<file path="src/rtl/pcm_sample_reader.sv">
// pcm_sample_reader: pulls stereo PCM pairs out of the ping-pong sample RAM for the codec.
// Optional build macro PCM_MUTE_ON_UNDERRUN_EN: an underrun emits a valid 0/0 pair instead of holding.
module pcm_sample_reader #(
    parameter logic [9:0] BASE_ADDR = 10'h300,
    parameter int         BLOCK_LEN = 32
) (
    input  logic        clock,
    input  logic        reset,
    input  logic        Block_Done_I,
    input  logic        Block_Bank_I,
    output logic [1:0]  Bank_Free_O,
    input  logic        Stereo_I,
    input  logic        Sample_Req_I,
    output logic        RAM_Req_O,
    input  logic        RAM_Grant_I,
    output logic [9:0]  RAM_Address_O,
    input  logic [15:0] RAM_Data_I,
    output logic [15:0] PCM_Left_O,
    output logic [15:0] PCM_Right_O,
    output logic        PCM_Valid_O,
    output logic        Underrun_O,
    output logic        Overflow_O
);

    localparam int              IDX_W    = $clog2(BLOCK_LEN);
    localparam logic [IDX_W-1:0] LAST_IDX = IDX_W'(BLOCK_LEN - 1);
    localparam logic [9:0]      CH_OFS   = 10'(BLOCK_LEN);
    localparam logic [9:0]      BANK_OFS = 10'(2 * BLOCK_LEN);

    typedef enum logic [2:0] {
        IDLE,
        RD_L,
        CAP_L,
        RD_R,
        CAP_R,
        OUT
    } state_t;

    state_t           r_state;
    logic [1:0]       r_bank_valid;
    logic [1:0]       r_bank_free;
    logic             r_cur_bank;
    logic [IDX_W-1:0] r_idx;
    logic             r_pending;
    logic [15:0]      r_left_hold;
    logic             r_ram_req;
    logic [9:0]       r_ram_addr;
    logic [15:0]      r_pcm_left;
    logic [15:0]      r_pcm_right;
    logic             r_pcm_valid;
    logic             r_underrun;
    logic             r_overflow;

    logic             w_out_step;
    logic             w_bank_clear;
    logic [1:0]       w_bank_valid_nxt;
    logic             w_overflow;
    logic [9:0]       w_addr_left;

    // The output step is folded into the last capture cycle (CAP_L in mono, CAP_R in stereo).
    assign w_out_step   = ((r_state == CAP_L) && !Stereo_I) || (r_state == CAP_R);
    assign w_bank_clear = w_out_step && (r_idx == LAST_IDX);
    assign w_addr_left  = BASE_ADDR + (r_cur_bank ? BANK_OFS : 10'd0) + 10'(r_idx);

    // A refill landing on the edge that frees the bank wins and is not an overflow.
    always_comb begin
        w_bank_valid_nxt = r_bank_valid;
        w_overflow       = 1'b0;
        if (w_bank_clear) begin
            w_bank_valid_nxt[r_cur_bank] = 1'b0;
        end
        if (Block_Done_I) begin
            w_overflow = r_bank_valid[Block_Bank_I] &&
                         !(w_bank_clear && (r_cur_bank == Block_Bank_I));
            w_bank_valid_nxt[Block_Bank_I] = 1'b1;
        end
    end

    always_ff @(posedge clock or posedge reset) begin
        if (reset) begin
            r_bank_valid <= 2'b00;
            r_bank_free  <= 2'b11;
            r_overflow   <= 1'b0;
        end else begin
            r_bank_valid <= w_bank_valid_nxt;
            r_bank_free  <= ~w_bank_valid_nxt;
            r_overflow   <= w_overflow;
        end
    end

    always_ff @(posedge clock or posedge reset) begin
        if (reset) begin
            r_state     <= IDLE;
            r_cur_bank  <= 1'b0;
            r_idx       <= '0;
            r_pending   <= 1'b0;
            r_left_hold <= 16'h0000;
            r_ram_req   <= 1'b0;
            r_ram_addr  <= 10'h000;
            r_pcm_left  <= 16'h0000;
            r_pcm_right <= 16'h0000;
            r_pcm_valid <= 1'b0;
            r_underrun  <= 1'b0;
        end else begin
            r_pcm_valid <= 1'b0;
            r_underrun  <= 1'b0;
            if (Sample_Req_I && !r_pending) begin
                r_pending <= 1'b1;
            end
            unique case (r_state)
                IDLE: begin
                    if (r_pending) begin
                        r_pending <= 1'b0;
                        if (r_bank_valid[r_cur_bank]) begin
                            r_state    <= RD_L;
                            r_ram_req  <= 1'b1;
                            r_ram_addr <= w_addr_left;
                        end else begin
                            r_underrun <= 1'b1;
`ifdef PCM_MUTE_ON_UNDERRUN_EN
                            r_pcm_left  <= 16'h0000;
                            r_pcm_right <= 16'h0000;
                            r_pcm_valid <= 1'b1;
`endif
                        end
                    end
                end
                RD_L: begin
                    if (RAM_Grant_I) begin
                        r_ram_req <= 1'b0;
                        r_state   <= CAP_L;
                    end
                end
                CAP_L: begin
                    r_left_hold <= RAM_Data_I;
                    if (Stereo_I) begin
                        r_state    <= RD_R;
                        r_ram_req  <= 1'b1;
                        r_ram_addr <= r_ram_addr + CH_OFS;
                    end else begin
                        r_pcm_left  <= RAM_Data_I;
                        r_pcm_right <= RAM_Data_I;
                        r_pcm_valid <= 1'b1;
                        r_state     <= IDLE;
                    end
                end
                RD_R: begin
                    if (RAM_Grant_I) begin
                        r_ram_req <= 1'b0;
                        r_state   <= CAP_R;
                    end
                end
                CAP_R: begin
                    r_pcm_left  <= r_left_hold;
                    r_pcm_right <= RAM_Data_I;
                    r_pcm_valid <= 1'b1;
                    r_state     <= IDLE;
                end
                OUT: begin
                    r_state <= IDLE;
                end
                default: begin
                    r_state <= IDLE;
                end
            endcase
            if (w_out_step) begin
                if (r_idx == LAST_IDX) begin
                    r_idx      <= '0;
                    r_cur_bank <= ~r_cur_bank;
                end else begin
                    r_idx <= r_idx + 1'b1;
                end
            end
        end
    end

    assign Bank_Free_O   = r_bank_free;
    assign RAM_Req_O     = r_ram_req;
    assign RAM_Address_O = r_ram_addr;
    assign PCM_Left_O    = r_pcm_left;
    assign PCM_Right_O   = r_pcm_right;
    assign PCM_Valid_O   = r_pcm_valid;
    assign Underrun_O    = r_underrun;
    assign Overflow_O    = r_overflow;

endmodule

</file>
<file path="config.mk">
export PLATFORM = sky130hd
export DESIGN_NAME = pcm_sample_reader
export DESIGN_NICKNAME = d
export VERILOG_FILES = /design/src/rtl/pcm_sample_reader.sv
export SDC_FILE = /design/constraint.sdc
export NUM_CORES = 1
export LEC_CHECK = 0
export CAP_MARGIN = 10
export CORE_MARGIN = 4
export CORE_UTILIZATION = 51
export CTS_CLUSTER_SIZE = 28
export DETAILED_ROUTE_END_ITERATION = 8
export PLACE_DENSITY = 0.8
export SKIP_CTS_REPAIR_TIMING = 1
export SYNTH_ARGS = -nofsm -noshare
export SYNTH_HDL_FRONTEND = slang
export SYNTH_SLANG_ARGS = --single-unit
</file>
<file path="constraint.sdc">
create_clock -name clock -period 3.6 [get_ports clock]
set_clock_uncertainty 0.15 [all_clocks]
set_input_delay 0.72 -clock clock [delete_from_list [all_inputs] [get_ports clock]]
set_output_delay 0.72 -clock clock [all_outputs]
set_load 0.005 [all_outputs]
</file>
# [After elaboration in Yosys (flattened, before gate mapping)]
# Index checks and enable logic that the tools add are counted.
[word_totals] out_inout_bits=48 in_bits=23 reg_bits=76
[classes] addsub=4 muxes=39 reduce_logical=21 n_eq_ne=13 magnitude_cmp=4 n_bitwise=5
[ops] cell="16-bit one-hot mux with 2 select lines" count=2
[ops] cell="10-bit 2-to-1 mux" count=3
[ops] cell="10-bit one-hot mux with 2 select lines" count=1
[ops] cell="1-bit 2-to-1 mux" count=18
[ops] cell="16-bit 2-to-1 mux" count=1
[ops] cell="3-bit 2-to-1 mux" count=4
[ops] cell="2-bit inequality test (second input constant)" count=6
[ops] cell="3-bit one-hot mux with 4 select lines" count=1
[ops] cell="10-bit by 5-bit adder with 10-bit output" count=1
[ops] cell="10-bit by 6-bit adder with 10-bit output (second input constant)" count=1
[ops] cell="9-bit by 8-bit adder with 10-bit output (first input constant)" count=1
[ops] cell="4-bit AND reduction" count=2
[ops] cell="1-bit logical AND" count=7
[ops] cell="7-bit 2-to-1 mux" count=1
[ops] cell="3-bit by 2-bit equality test with 1-bit output (second input constant)" count=2
[ops] cell="2-bit 2-to-1 mux" count=3
[ops] cell="5-bit by 1-bit adder with 5-bit output (second input constant)" count=1
[ops] cell="5-bit equality test (second input constant)" count=1
[ops] cell="5-bit 2-to-1 mux" count=1
[ops] cell="5-bit AND reduction" count=1
[ops] cell="1-bit by 2-bit < comparator with 1-bit output (second input constant)" count=2
[ops] cell="2-bit inverter" count=2
[ops] cell="2-bit AND reduction" count=2
[ops] cell="2-bit nonzero test" count=2
[ops] cell="other kinds (16)" count=20

# [Depth between registers and ports, before layout]
[logic_depth] depth_word=10 ltp_mapped=7 ltp_nobuf=6

# [Least setup slack after synthesis]
# Ideal clock, no wire load.
[synth_path] path_kind="input port to flip-flop" startpoint="in Stereo_I" endpoint="reg r_pcm_right[10] (netlist: PCM_Right_O[10])" slack_ns=1.659 cell_stages=5 required_ns=3.325 t_arrival_ns=1.666 setup_ns=0.125 path_cell_list="nor4b_4 > nor2_4 > inv_4 > buf_8 > mux2_4"
[synth_between] elab_chain_cells=2
[synth_lines] item="start, declared" line="12" source="input logic Stereo_I,"
[synth_lines] item="2-bit inequality test (no source line)"
[synth_lines] item="2-bit AND reduction (no source line)"
[synth_lines] item="end signal, assigned" line="142" source="r_pcm_right <= RAM_Data_I;"
[synth_lines] item="end signal, assigned" line="155" source="r_pcm_right <= RAM_Data_I;"
[synth_lines] item="end, declared" line="49" source="logic [15:0] r_pcm_right;"
# No other way between the ends.
# A chain may end at the register's enable or synchronous reset.

# [Worst setup path in the final report]
[layout_path] startpoint="in Stereo_I" endpoint="reg r_pcm_right[15] (netlist: PCM_Right_O[15])"
# The elaborated chain is that of the path after synthesis.

==> flow_summary.yaml <==
setup_path:
  r2r_cells: 4
  cpMaxStageDelayCell: "clkdlybuf4s50_1"
  worst-setup-path-type: "in2reg"
  timing.rr.start: "r_state[2]"
  required_ns: 3.68
  critPathLaunchType: "primary input"
  r2r_setup_slack_ns: 1.35
  critPathBufInv: 2
  slowest_delay_ns: 0.56
  crit_cells: 5
  crit_path_start: "Stereo_I"
  critPathArrivalTime_ns: 2.51
  endpoint: "PCM_Right_O[15]"
  critPathMaxFanout: 34
  cp_cell_sequence: "clkdlybuf4s50_1, nor4b_4, nor2_4, inv_4, mux2_1"
  end_kind: "register"
  cp_top_family: "buffers and inverters"
  reg2reg_to: "PCM_Right_O[15]"
logic_synthesis:
  yosys.area.top_type: "dfrtp_1"
  yosys_register_bits: 76
  synth_flop_cell: "dfrtp_1"
  synthCells: 262
  synth_area_leaders: "dfrtp_1 (55%), mux2_1 (6.6%), mux2i_1 (5.6%)"
  synth_seq_area_share_pct: 56.2
  synthArstFlopShare_pct: 100
  netlist.area_leader.share_pct: 54.7
  syn_area_um2: 3390
  yosysUniqueCellTypes: 46
  synth-edff-count: 0
  yosysWarnings: 0
  synth_nets: 288
  syn_avg_cell_area_um2: 12.9
floorplan:
  die_area_um2: 8010
  core_region_area_um2: 6390
  dieWidth_um: 89.5
  num_rows: 29
  start_util_pct: 53.1
  die_h_um: 89.5
  io_pins: 71
cts:
  tritoncts: "yes"
  clk_pin_slew_worst_paths_ns: 0.07
  cts.path.max_buffers: 2
  cts_root_buffer: "clkbuf_8"
  htree_num_levels: 3
  clock_sinks: 76
  insertion_delay_ns: 0.34
  cts_made_buffers: 9
timing:
  grt_setup_unrepaired: "no"
  slew_headroom_pct: 36.7
  worst_pin_slew_ns: 0.949
  hold_slack_ns: 0.332
  hold_violations: 0
  period_minus_slack_ns: 2.43
  setup_viol_count_final: 0
  slew_violations: 0
  layout_setup_ws_ns: 1.17
  fin_setup_tns_ns: 0
  period_share_pct: 67.5
  fmax_ghz: 0.411
layout:
  drive_gt1_share_pct: 12.9
  syn2layout_area_growth_pct: 26.7
  fillerInstances: 517
  diodes: 0
  final_nets: 356
grt:
  grt_overflow_total: 0
  grt_usage_pct: 18.9
  grt_pass1_wl_um: 11400
  grt_pass1_vias: 2375
  antenna_found_initial: 0
  grt_max_degree: 48
routing:
  first_pass_iters: 4
  vias: 2291
  vias_per_cell: 5.57
  postRouteWirelength_um: 6830
  drt_iter0_markers: 128
  post_drt_wl_per_cell_um: 16.6
  ant_nets: 0
  drc: 0
power:
  powerDensity_nw_per_um2: 814
  ir_drop_mv: 0.468
  leakage_nw: 1.74
  p_total_w: 0.00350
place:
  gp_congestion: 0.769
  dpl_worst_slack_ns: 0.793
  numPortBuffers: 70
  place_hpwl_um: 4510
min_path:
  worstHoldPathType: "reg2reg"
run_status:
  status: "finished clean"
flow_run:
  maxCapViolations: 0
-- metal layers --
| metal | wire (µm) | GRT usage, % |
|---|---|---|
| met1 | 2990 | 25.9 |
| met2 | 3340 | 28.7 |
| met3 | 353 | 4.61 |
| met4 | 140 | 8.39 |
| met5 | 0 | 0 |
-- registers in the layout, summed over array words and instances (netlist names) --
name and count:
PCM_Valid_O 1, r_cur_bank 1, PCM_Right_O 16, r_left_hold 16, Underrun_O 1, Overflow_O 1
RAM_Req_O 1, Bank_Free_O 2, r_pending 1, r_idx 5, PCM_Left_O 16, RAM_Address_O 10
r_bank_valid 2, r_state 3
-- worst min path at each step --
stage                      from          endpoint  slack [ns]  depth (start not counted)
2_1_floorplan   r_bank_valid[0]    Bank_Free_O[0]        0.30                          1
3_3_place_gp   RAM_Address_O[9]  RAM_Address_O[9]        0.31                          1
3_5_place_dp   RAM_Address_O[9]  RAM_Address_O[9]        0.32                          1
4_1_cts        RAM_Address_O[9]  RAM_Address_O[9]        0.33                          1
5_1_grt         r_bank_valid[0]    Bank_Free_O[0]        0.36                          1
6_report        r_bank_valid[0]    Bank_Free_O[0]        0.33                          1
-- cell usage in the layout (no fill, tap or decap), types with 2 or more instances in the layout --
cell,n
a211o_1,2
a211oi_1,2
a21oi_1,20
a221oi_1,2
and3_1,3
buf_4,2
clkbuf_1,3
clkbuf_8,10
clkdlybuf4s50_1,70
dfrtp_1,74
dfstp_2,2
ha_1,3
inv_1,9
mux2_1,20
mux2_2,8
mux2_4,9
mux2i_1,19
nand2_1,2
nand3_1,3
nand4_1,6
nor2_1,2
nor2b_1,5
nor3_1,17
nor4b_4,2
o21ai_0,5
o21ai_1,7
or3_1,2
xnor2_1,3
-- stage by stage --
step                cell area (µm²)  cells  utilization (%)
global placement               4110    396             64.4
detailed placement             4110    396             64.4
floorplan                      3390    262                -
global route                   4290    411             67.2
CTS                            4290    411             67.2
finish                         4290    411             67.2
-- cells in the mapped netlist (3+ instances only) --
cell type	instances
ha_1	3
inv_1	10
nand3_1	3
mux2_4	9
xnor2_1	3
a21oi_1	20
nor2b_1	5
mux2_2	8
buf_6	3
buf_2	8
buf_4	3
mux2_1	20
o21ai_0	5
nand4_1	6
dfrtp_1	74
and3_1	3
mux2i_1	19
o21ai_1	7
nor3_1	17
-- worst register-to-register path, cell delays in order (launching register included) --
cell     delay (ns)
dfrtp_1        0.61
nor3b_2        0.53
nor2_4         0.11
inv_4          0.36
mux2_1         0.37
-- area by class of cell --
type | count | area (µm²) | share of cell area [%]
clock buffer | 13 | 149 | 3.47
clock inverter | 2 | 35.0 | 0.816
inverter | 11 | 43.8 | 1.02
multi-input combinational | 159 | 1330 | 31.0
sequential | 76 | 1900 | 44.3
tap | 77 | 96.3 | 2.24
timing repair buffer | 73 | 736 | 17.1
-- kinds of logic after synthesis --
logic type / Yosys count / synth area share, %
xor gates and xnor gates: 3 / 0.776
adders and majority gates: 3 / 1.11
AOI/OAI and AO/OA: 45 / 7.98
DFF: 76 / 56.2
buffers and inverters: 27 / 4.69
and+or+nand+nor: 52 / 10.3
muxes: 56 / 18.9
-- where the power goes --
group | switching, W | internal (W) | total [W]
combinational | 0.000513 | 0.000851 | 0.00136
clock | 0.000293 | 0.000336 | 0.000629
sequential | 0.000281 | 0.00122 | 0.00150
total | 0.00109 | 0.00241 | 0.00350
Power figures use the tool's default switching activity.
